--- src/rtl/demux_pkg.sv ---
// Shared definitions for the demux_stream block: FSM state encoding and counter width.
package demux_pkg;

  localparam int CNT_W = 16;

  typedef enum logic [1:0] {
    IDLE = 2'd0,
    LOCK = 2'd1,
    DROP = 2'd2
  } demux_state_e;

endpackage

--- src/rtl/demux_stats_cnt.sv ---
// Per-channel delivered-beat counters, one CNT_W-bit wrapping counter per channel.
// Only instantiated by demux_stream when DEMUX_STATS_EN is defined.
module demux_stats_cnt
  import demux_pkg::*;
#(
  parameter int N_CH = 4
) (
  input  logic                  clk,
  input  logic                  rst_n,
  input  logic [N_CH-1:0]       hs_i,
  output logic [CNT_W*N_CH-1:0] cnt_o
);

  genvar gi;
  generate
    for (gi = 0; gi < N_CH; gi++) begin : g_cnt
      logic [CNT_W-1:0] cnt_q;

      // Count one beat per completed output handshake; wraps naturally.
      always_ff @(posedge clk or negedge rst_n) begin
        if (!rst_n) begin
          cnt_q <= '0;
        end else if (hs_i[gi]) begin
          cnt_q <= cnt_q + CNT_W'(1);
        end
      end

      assign cnt_o[CNT_W*gi +: CNT_W] = cnt_q;
    end
  endgenerate

endmodule

--- src/rtl/demux_stream.sv ---
// Registered 1:N stream demultiplexer with valid/ready handshake and packet-locked routing.
// The select is taken from a packet's first beat and held until in_last; headers with an
// out-of-range select are swallowed (with a drop_err pulse) together with the rest of the packet.
// Optional feature: define DEMUX_STATS_EN to add per-channel delivered-beat counters (beat_cnt).
module demux_stream
  import demux_pkg::*;
#(
  parameter  int N_CH = 4,
  parameter  int DW   = 8,
  localparam int SW   = $clog2(N_CH)
) (
  input  logic                  clk,
  input  logic                  rst_n,
  input  logic                  in_valid,
  output logic                  in_ready,
  input  logic [DW-1:0]         in_data,
  input  logic                  in_last,
  input  logic [SW-1:0]         in_sel,
  output logic [N_CH-1:0]       out_valid,
  input  logic [N_CH-1:0]       out_ready,
  output logic [DW-1:0]         out_data,
  output logic                  out_last,
  output logic                  drop_err
`ifdef DEMUX_STATS_EN
  ,
  output logic [CNT_W*N_CH-1:0] beat_cnt
`endif
);

  demux_state_e  state_q, state_d;
  logic [SW-1:0] lock_ch_q, lock_ch_d;
  logic          reg_v_q, reg_v_d;
  logic [SW-1:0] reg_ch_q, reg_ch_d;
  logic [DW-1:0] reg_data_q, reg_data_d;
  logic          reg_last_q, reg_last_d;
  logic          drop_err_q, drop_err_d;

  logic sel_ok;
  logic wants_load;
  logic space;
  logic accept;
  logic drain;

  // Non-power-of-two channel counts leave select codes with no channel behind them.
  assign sel_ok = (32'(in_sel) < 32'(N_CH));

  // Only beats headed for the output register need space there; dropped beats are always taken.
  assign wants_load = (state_q == LOCK) || ((state_q == IDLE) && sel_ok);
  assign drain      = reg_v_q && out_ready[reg_ch_q];
  assign space      = !reg_v_q || out_ready[reg_ch_q];
  assign in_ready   = wants_load ? space : 1'b1;
  assign accept     = in_valid && in_ready;

  // Next-state: routing FSM plus output register load/drain.
  always_comb begin
    state_d    = state_q;
    lock_ch_d  = lock_ch_q;
    reg_v_d    = reg_v_q;
    reg_ch_d   = reg_ch_q;
    reg_data_d = reg_data_q;
    reg_last_d = reg_last_q;
    drop_err_d = 1'b0;

    // A drain frees the register; a load in the same cycle overrides it below (no bubble).
    if (drain) begin
      reg_v_d = 1'b0;
    end

    if (accept) begin
      unique case (state_q)
        IDLE: begin
          if (sel_ok) begin
            reg_v_d    = 1'b1;
            reg_ch_d   = in_sel;
            reg_data_d = in_data;
            reg_last_d = in_last;
            if (!in_last) begin
              state_d   = LOCK;
              lock_ch_d = in_sel;
            end
          end else begin
            drop_err_d = 1'b1;
            if (!in_last) begin
              state_d = DROP;
            end
          end
        end
        LOCK: begin
          reg_v_d    = 1'b1;
          reg_ch_d   = lock_ch_q;
          reg_data_d = in_data;
          reg_last_d = in_last;
          if (in_last) begin
            state_d = IDLE;
          end
        end
        DROP: begin
          if (in_last) begin
            state_d = IDLE;
          end
        end
        default: state_d = IDLE;
      endcase
    end
  end

  // State and output register; reset discards any held beat and returns to IDLE.
  always_ff @(posedge clk or negedge rst_n) begin
    if (!rst_n) begin
      state_q    <= IDLE;
      lock_ch_q  <= '0;
      reg_v_q    <= 1'b0;
      reg_ch_q   <= '0;
      reg_data_q <= '0;
      reg_last_q <= 1'b0;
      drop_err_q <= 1'b0;
    end else begin
      state_q    <= state_d;
      lock_ch_q  <= lock_ch_d;
      reg_v_q    <= reg_v_d;
      reg_ch_q   <= reg_ch_d;
      reg_data_q <= reg_data_d;
      reg_last_q <= reg_last_d;
      drop_err_q <= drop_err_d;
    end
  end

  genvar gi;
  generate
    for (gi = 0; gi < N_CH; gi++) begin : g_valid
      assign out_valid[gi] = reg_v_q && (32'(reg_ch_q) == gi);
    end
  endgenerate

  assign out_data = reg_data_q;
  assign out_last = reg_last_q;
  assign drop_err = drop_err_q;

`ifdef DEMUX_STATS_EN
  demux_stats_cnt #(
    .N_CH (N_CH)
  ) u_stats (
    .clk   (clk),
    .rst_n (rst_n),
    .hs_i  (out_valid & out_ready),
    .cnt_o (beat_cnt)
  );
`endif

endmodule
--- config.mk ---
export PLATFORM = sky130hd
export DESIGN_NAME = demux_stream
export DESIGN_NICKNAME = d
export VERILOG_FILES = /design/src/rtl/demux_pkg.sv /design/src/rtl/demux_stats_cnt.sv /design/src/rtl/demux_stream.sv
export SDC_FILE = /design/constraint.sdc
export NUM_CORES = 1
export LEC_CHECK = 0
export ABC_AREA = 1
export BUFFER_PORTS_ARGS = -buffer_cell sky130_fd_sc_hd__buf_2
export CORE_UTILIZATION = 40
export CTS_BUF_LIST = sky130_fd_sc_hd__clkbuf_8
export CTS_CLUSTER_SIZE = 14
export DETAILED_ROUTE_END_ITERATION = 10
export PLACE_DENSITY = 0.69
export SETUP_SLACK_MARGIN = 0.5
export SLEW_MARGIN = 15
export SYNTH_ARGS = -nofsm -noshare
export SYNTH_HDL_FRONTEND = slang
export SYNTH_SLANG_ARGS = --single-unit
--- constraint.sdc ---
create_clock -name clk -period 1.35 [get_ports clk]
set_input_delay 0 -clock clk [delete_from_list [all_inputs] [get_ports clk]]
set_output_delay 0 -clock clk [all_outputs]
set_load 0.02 [all_outputs]
==> summary.txt, run 1 <==
status: finished, final reports clean
largest net degree at the start of global routing: 16
CTS Buffer Depth: 2
synth top area cells: dfrtp_1 (50%), nand2_1 (23%), buf_6 (3.0%)
Crit path arrival time: 1.42 ns
unrepaired setup endpoints after global routing: yes
GPL Wtd Cong: 0.845
Area growth syn-to-layout: 56.4%
Most used DFF post-synth: dfrtp_1
DR pass1 iterations: 4
diode count: 0
sw frac: 44.1%
largest family of logic cells by synthesized area: simple AND/OR/NAND/NOR gates
Placed Area: 938 um^2
Critical Path RT: 1.49 ns
sequential area share after synthesis: 49.9%
Pwr Total: 2610 uW
yosys warns: 0
H-tree depth: 1
filler cell count: 157
PwrDens: 2220 nW/um^2
GRT Overall Usage: 19.3%
vias post-DR: 755
Max Cap Viol: 0
CTS Sinks: 15
top cell type's share of synthesized area: 49.9%
clock power share: 14.2%
post-layout net count: 162
aggregate routed wire length: 1870 um
Worst-path clk slew: 0.06 ns
P_sw: 1150 uW
share of post-route cells with drive strength above 1: 42.0%
Min-Delay Path Class: in2reg
clk root buf: clkbuf_8
Synth Area in Simple Gates: 38.8%
Pleak: 0.000646 uW
startpoint types: flip-flop
design area: 1180 um^2
gr ovfl total: 0
Port Buf Inserts: 31
Yosys cell types: 19
f_max: 782 MHz
cell type with the highest aggregate area in the netlist: dfrtp_1
peak supply drop: 1.21 mV
Slew Viols, Final: 0
Util after Layout: 67.4%
Post-Synth XOR/XNOR Area: 0%
Core ar.: 1750 um^2
synthesized cell area: 752 um^2
number of synthesized flops with an enable pin: 0
Flop pwr share: 31.5%
endpoints failing hold: 0
syn_area_per_cell: 8.09 um^2
drt initial violations: 8
I/O pins: 33
Internal: 1460 uW
vias per std cell: 4.49
Site Rows: 15
Die X: 45.4 um
crit share post-route: 94.8%
initial core utilization: 43.1%
critical path type: reg2reg
Worst Path Max Fanout: 8
syn nets: 111
Synth Area in Adders: 0%
clock skew: 0.00185 ns
Clock Latency Late Sink: 0.25 ns
die area: 2060 um^2
post-route minimum period: 1.28 ns
DRT antenna net count: 0
Die H: 45.4 um
final setup vio count: 0
global-route wire length before repair: 2800 um
Post-Syn Instances: 93
Worst Setup End Kind: flip-flop
asr flop ratio synth: 100%
TritonCTS Buffers: 3
initial antenna violation count: 0
Synth Area in Compound Gates: 3.00%
multiplexer share of the synthesized area: 0%
CTS tree: done
Comb power frac: 54.3%
DRC: 0
Post-DP HPWL: 1150 um
vias in the first global route: 692
WL/cell: 11.1 um
Yosys reg bits: 15
==> metal layers <==
layer	part of all wire, %	routed length, um	up-vias	global-route usage (%)
met5	0	0	-	0
met4	0.59	11	0	7.27
met3	3.0	56	2	3.60
met2	55	1030	20	34.5
met1	41	776	344	22.6
li1	-	-	389	-
==> logic make-up (layout without fill, tap and decap cells) <==
group	after synthesis	count (layout)
other	1	1
DFF	15	15
buffers and inverters	10	59
and+or+nand+nor	63	64
AOI/OAI and AO/OA	4	4
==> per-stage QoR <==
step / TNS [ns] / hold slack [ns] / setup slack, ns / std cells
after floorplan: 0 / -0.296 / 0.152 / 93
after global placement: 0 / -0.0844 / 0.0283 / 148
after detailed placement: -0.0217 / -0.0854 / -0.0100 / 148
after CTS: 0 / 0.0274 / 0.0405 / 166
after global routing: -0.0109 / 0.0374 / -0.00451 / 168
final: 0 / 0.0235 / 0.0708 / 168
==> worst max-delay path, cell delays in order, from the launching register on <==
cell and delay, ns:
dfrtp_2 0.46, nand3_1 0.10, nand2_2 0.07, nor2_4 0.17, nor2_8 0.06, buf_6 0.14, o21a_1 0.16
==> power by group through the flow <==
stage / Clock [uW] / Sequential [uW] / Combinational, uW
floorplan: 0 / 946 / 685
global placement: 0 / 825 / 1100
detailed placement: 0 / 825 / 1120
CTS: 372 / 820 / 1330
global route: 395 / 842 / 1550
finish: 371 / 820 / 1420
==> cell usage after synthesis, types with 2 or more instances <==
master and count:
inv_2 2, nand3_2 2, nand3_1 3, nand2_1 47, buf_6 2, nor3_1 4, o21ai_1 2, dfrtp_1 15
inv_1 4, nand4_1 3
==> registers in the layout (all words and copies together), names as in the netlist <==
name,flops
out_data,8
lock_ch_q,2
reg_ch_q,2
out_last,1
reg_v_q,1
state_q,1
==> cell usage in the layout, fill, tap and decap left out <==
cell type | netlist | routed
dfrtp_2 | 0 | 2
buf_4 | 1 | 9
conb_1 | 1 | 1
inv_1 | 4 | 4
nor2_1 | 1 | 1
inv_4 | 1 | 1
nand2_2 | 1 | 1
nor2_8 | 1 | 1
inv_2 | 2 | 2
o21a_1 | 1 | 1
clkinv_2 | 0 | 1
dlygate4sd3_1 | 0 | 9
o21ai_1 | 2 | 2
nor3_2 | 0 | 4
clkbuf_8 | 0 | 3
nand4_1 | 3 | 3
nand2_1 | 47 | 47
buf_2 | 0 | 26
nand3_1 | 3 | 1
nand3_2 | 2 | 4
buf_6 | 2 | 4
nor2_4 | 1 | 2
o21ai_0 | 1 | 1
dfrtp_1 | 15 | 13
==> path summary, 6_finish.rpt <==
kind / slack (ns) / cells past startpoint / to / startpoint
worst max-delay path: 0.07 / 6 / out_last / reg_ch_q[0]
worst min-delay path: 0.02 / 3 / lock_ch_q[0] / in_sel[0]
worst max register to register: 0.07 / 6 / out_last / reg_ch_q[0]
worst min register to register: 0.47 / 2 / out_data[6] / out_data[6]
max in group asynchronous: 0.91 / 2 / reg_ch_q[1] / rst_n
min in group asynchronous: 0.17 / 2 / out_data[6] / rst_n
==> cell type report <==
type | instances | area [um^2] | area share, %
Timing Repair Buffer | 48 | 333 | 28.3
Inverter | 7 | 28.8 | 2.45
Sequential cell | 15 | 378 | 32.1
Clock inverter | 1 | 5.00 | 0.426
Clock buffer | 3 | 41.3 | 3.51
Multi-Input combinational cell | 69 | 359 | 30.5
Tap cell | 25 | 31.3 | 2.66
==> repair_timing <==
item | in CTS | in global routing
gates resized for setup | 11 | 4
setup endpoints to repair | 20 | 20
buffers inserted | 5 | 1
hold buffers | 9 | 0
endpoints found under the hold margin | 23 | 0
cloned | 0 | 1
pin swaps | 3 | 4
(Power assumes the default switching activity.)
==> inputs of run 2 (changes only) <==
Settings changed: ABC_AREA 1 to 0, BUFFER_PORTS_ARGS -buffer_cell sky130_fd_sc_hd__buf_2 to not set, DONT_BUFFER_PORTS set to 1, PLACE_DENSITY 0.69 to not set.
==> run 2 against run 1 <==
The flow now finishes with violations (negative setup slack); synthesized area is 11% lower; core utilization up 1.9 points; sequential cell count stayed put; final area decreased by 9.3%; routed wire length decreased by 20%; non-clock buffer count down 24; sequential power is 19% higher; clock skew grew 0.00055 ns; clock-buffer cell count unchanged; worst hold slack got worse by 0.0074 ns; worst setup slack worse by 0.31 ns; global-route usage down 2.0 points.
==> summary.txt, run 2 <==
TritonCTS Buffers: 3 (unchanged)
Worst Path Max Fanout: 9 (+1)
Comb power frac: 46.0% (-8.3 points)
Max Cap Viol: 0 (unchanged)
max reg flops: 8 (unchanged)
syn_area_per_cell: 13.4 um^2 (+66%)
GPL Wtd Cong: 0.627 (-26%)
worst slew pin tran: 0.646 ns
f_max: 628 MHz (-20%)
clk root buf: clkbuf_8
H-tree depth: 1 (unchanged)
Critical Path RT: 1.47 ns (-0.02 ns)
Die H: 43.0 um (-5.2%)
violated checks: negative setup slack
synth top area cells: dfrtp_1 (56%), mux2_2 (15%), mux2_4 (8.9%)
most frequent cells in the layout: dfrtp_1 (14), mux2_4 (13), dlygate4sd3_1 (13)
final setup vio count: 15 (+15)
Yosys cell types: 17 (-2)
sw frac: 38.0% (-6.1 points)
Yosys reg bits: 15 (unchanged)
CTS Buffer Depth: 2 (unchanged)
slack of the critical path: -0.242 ns (-0.313 ns)
DR pass1 iterations: 2 (-2)
clock skew: 0.00240 ns (+0.000549 ns)
peak supply drop: 1.46 mV (+20%)
syn nets: 68 (-39%)
vias per std cell: 5.18 (+15%)
Post-Syn Instances: 50 (-46%)
asr flop ratio synth: 100% (unchanged)
Slew Viols, Final: 0 (unchanged)
top cell type's share of synthesized area: 55.9% (+5.9 points)
Post-DP HPWL: 1010 um (-12%)
Worst-path clk slew: 0.06 ns (about the same)
synthesized cell area: 672 um^2 (-11%)
FF-to-FF setup slack: -0.24 ns (-0.31 ns)
Port Buf Inserts: 0 (-100%)
crit path cell chain: mux2_4 -> o221ai_4 -> buf_12 -> mux2_4
post-layout net count: 95 (-41%)
Site Rows: 14 (-1)
Pwr Total: 2440 uW (-6.5%)
Area growth syn-to-layout: 58.8%
GRT Overall Usage: 17.2% (-2.0 points)
Crit path arrival time: 1.71 ns (+0.29 ns)
number of synthesized flops with an enable pin: 0 (unchanged)
end of the worst hold path: reg_ch_q[0]
post-route minimum period: 1.59 ns (+0.313 ns)
share of post-route cells with drive strength above 1: 51.3% (+9.4 points)
Min-Delay Path Class: in2reg
Critical Path Most Common Cell: mux2_4
gr ovfl total: 0 (unchanged)
critical path type: reg2reg
cell type with the highest aggregate area in the netlist: dfrtp_1
yosys warns: 0 (unchanged)
design area: 1070 um^2 (-9.3%)
P_sw: 926 uW (-20%)
I/O pins: 33 (unchanged)
slowest cell delay on critical path: 0.44 ns (-0.02 ns)
global-route wire length before repair: 2300 um (-18%)
PwrDens: 2280 nW/um^2 (+3.0%)
clock power share: 14.1% (about the same)
most frequent cells after synthesis: dfrtp_1 (15), mux2_2 (9), mux2_4 (4), nor2_1 (4), nand2_1 (3)
Internal: 1510 uW (+3.7%)
initial antenna violation count: 0 (unchanged)
worst hold stages: 2 (-1)
startpoint types: flip-flop
unrepaired setup endpoints after global routing: yes
DRC: 0 (unchanged)
Worst Setup End Kind: flip-flop
drt initial violations: 1 (-7)
largest net degree at the start of global routing: 16 (unchanged)
WL/cell: 16.2 um (+46%)
hold_sp: in_sel[0]
sequential area share after synthesis: 55.9% (+5.9 points)
status: finished with violations
Flop pwr share: 40.0% (+8.5 points)
Most used DFF post-synth: dfrtp_1
diode count: 0 (unchanged)
DRT antenna net count: 0 (unchanged)
Placed Area: 752 um^2 (-20%)
slowest stage cell, crit path: dfrtp_2
Util after Layout: 69.2% (+1.9 points)
Pleak: 0.000492 uW (-24%)
most common library cell in the layout ignoring fill and taps: dfrtp_1
aggregate routed wire length: 1490 um (-20%)
crit share post-route: 118% (+23 points)
reg2reg path depth: 4 (-2)
CTS tree: done
Die X: 43.0 um (-5.2%)
vias post-DR: 477 (-37%)
Core ar.: 1540 um^2 (-12%)
Hold Slack: 0.0162 ns (-0.00735 ns)
R2R Path End: out_data[0]
relative slew slack: 56.8%
CTS Sinks: 15 (unchanged)
Clock Latency Late Sink: 0.24 ns (about the same)
vias in the first global route: 516 (-25%)
initial core utilization: 43.6% (+0.51 points)
r2r startpoint: reg_ch_q[1]
die area: 1850 um^2 (-10%)
endpoints failing hold: 0 (unchanged)
count leader, synth: dfrtp_1
-- run 2: worst max-delay path by stage --
stage | endpoint | startpoint | slack, ns
global route | lock_ch_q[0] | reg_ch_q[1] | -0.29
global placement | lock_ch_q[0] | reg_ch_q[1] | -0.24
CTS | out_data[1] | reg_ch_q[1] | -0.29
detailed placement | out_data[2] | reg_ch_q[1] | -0.31
floorplan | out_data[0] | reg_ch_q[1] | -0.24
finish | out_data[0] | reg_ch_q[1] | -0.24
-- run 2: area by class of cell --
cell class / count / area [um^2]
fillers: 107 / 474
multi-input cells: 32 / 378
flip-flops and latches: 15 / 377
repair buffers: 24 / 244
clock buffers: 3 / 41.3
well taps: 16 / 20.0
clock inverters: 1 / 3.75
inverters: 1 / 3.75
-- run 2: worst max-delay path: cells and delay by family (launching register included) --
family	cells	cell delay (ns)
multiplexers	2	0.63
flip-flops	1	0.44
AO/OA/AOI/OAI	1	0.23
buffers and inverters	1	0.18
-- run 2: timing repair --
action	in CTS	in global routing
hold buffers	13	0
setup buffers	3	2
hold endpoints to repair	29	0
gates resized for setup	19	8
setup endpoints to repair	20	20
pin swaps	5	5
-- run 2: cell families (layout without fill, tap and decap cells) --
group	Yosys count	in the layout	share of synthesized area [%]
mux	15	15	27.0
flops	15	15	55.9
simple gates	10	10	7.45
compound gates	6	6	6.70
buf+inv	3	29	2.42
other cells	1	1	0.558
-- run 2: power by group through the flow --
| stage | combinational, uW | clock (uW) | sequential (uW) |
|---|---|---|---|
| floorplan | 542 | 0 | 926 |
| global placement | 707 | 0 | 943 |
| detailed placement | 740 | 0 | 960 |
| CTS | 1020 | 353 | 965 |
| global route | 1190 | 371 | 990 |
| finish | 1120 | 343 | 973 |
-- run 2: stage by stage --
step	setup slack, ns	setup TNS [ns]	cells
after floorplan	-0.238	-2.18	50
after global placement	-0.242	-2.64	70
after detailed placement	-0.308	-3.26	70
after CTS	-0.286	-3.60	90
after global routing	-0.287	-3.90	92
final	-0.242	-3.22	92
-- run 2: per-layer routing --
metal  global-route usage [%]  up-vias  share of wire, %  routed length (um)
met5                        0        -                 0                   0
met4                     5.45        0                 0                   0
met1                     17.5      237                39                 583
met3                     4.68        0               4.0                  60
li1                         -      225                 -                   -
met2                     33.3       15                57                 849
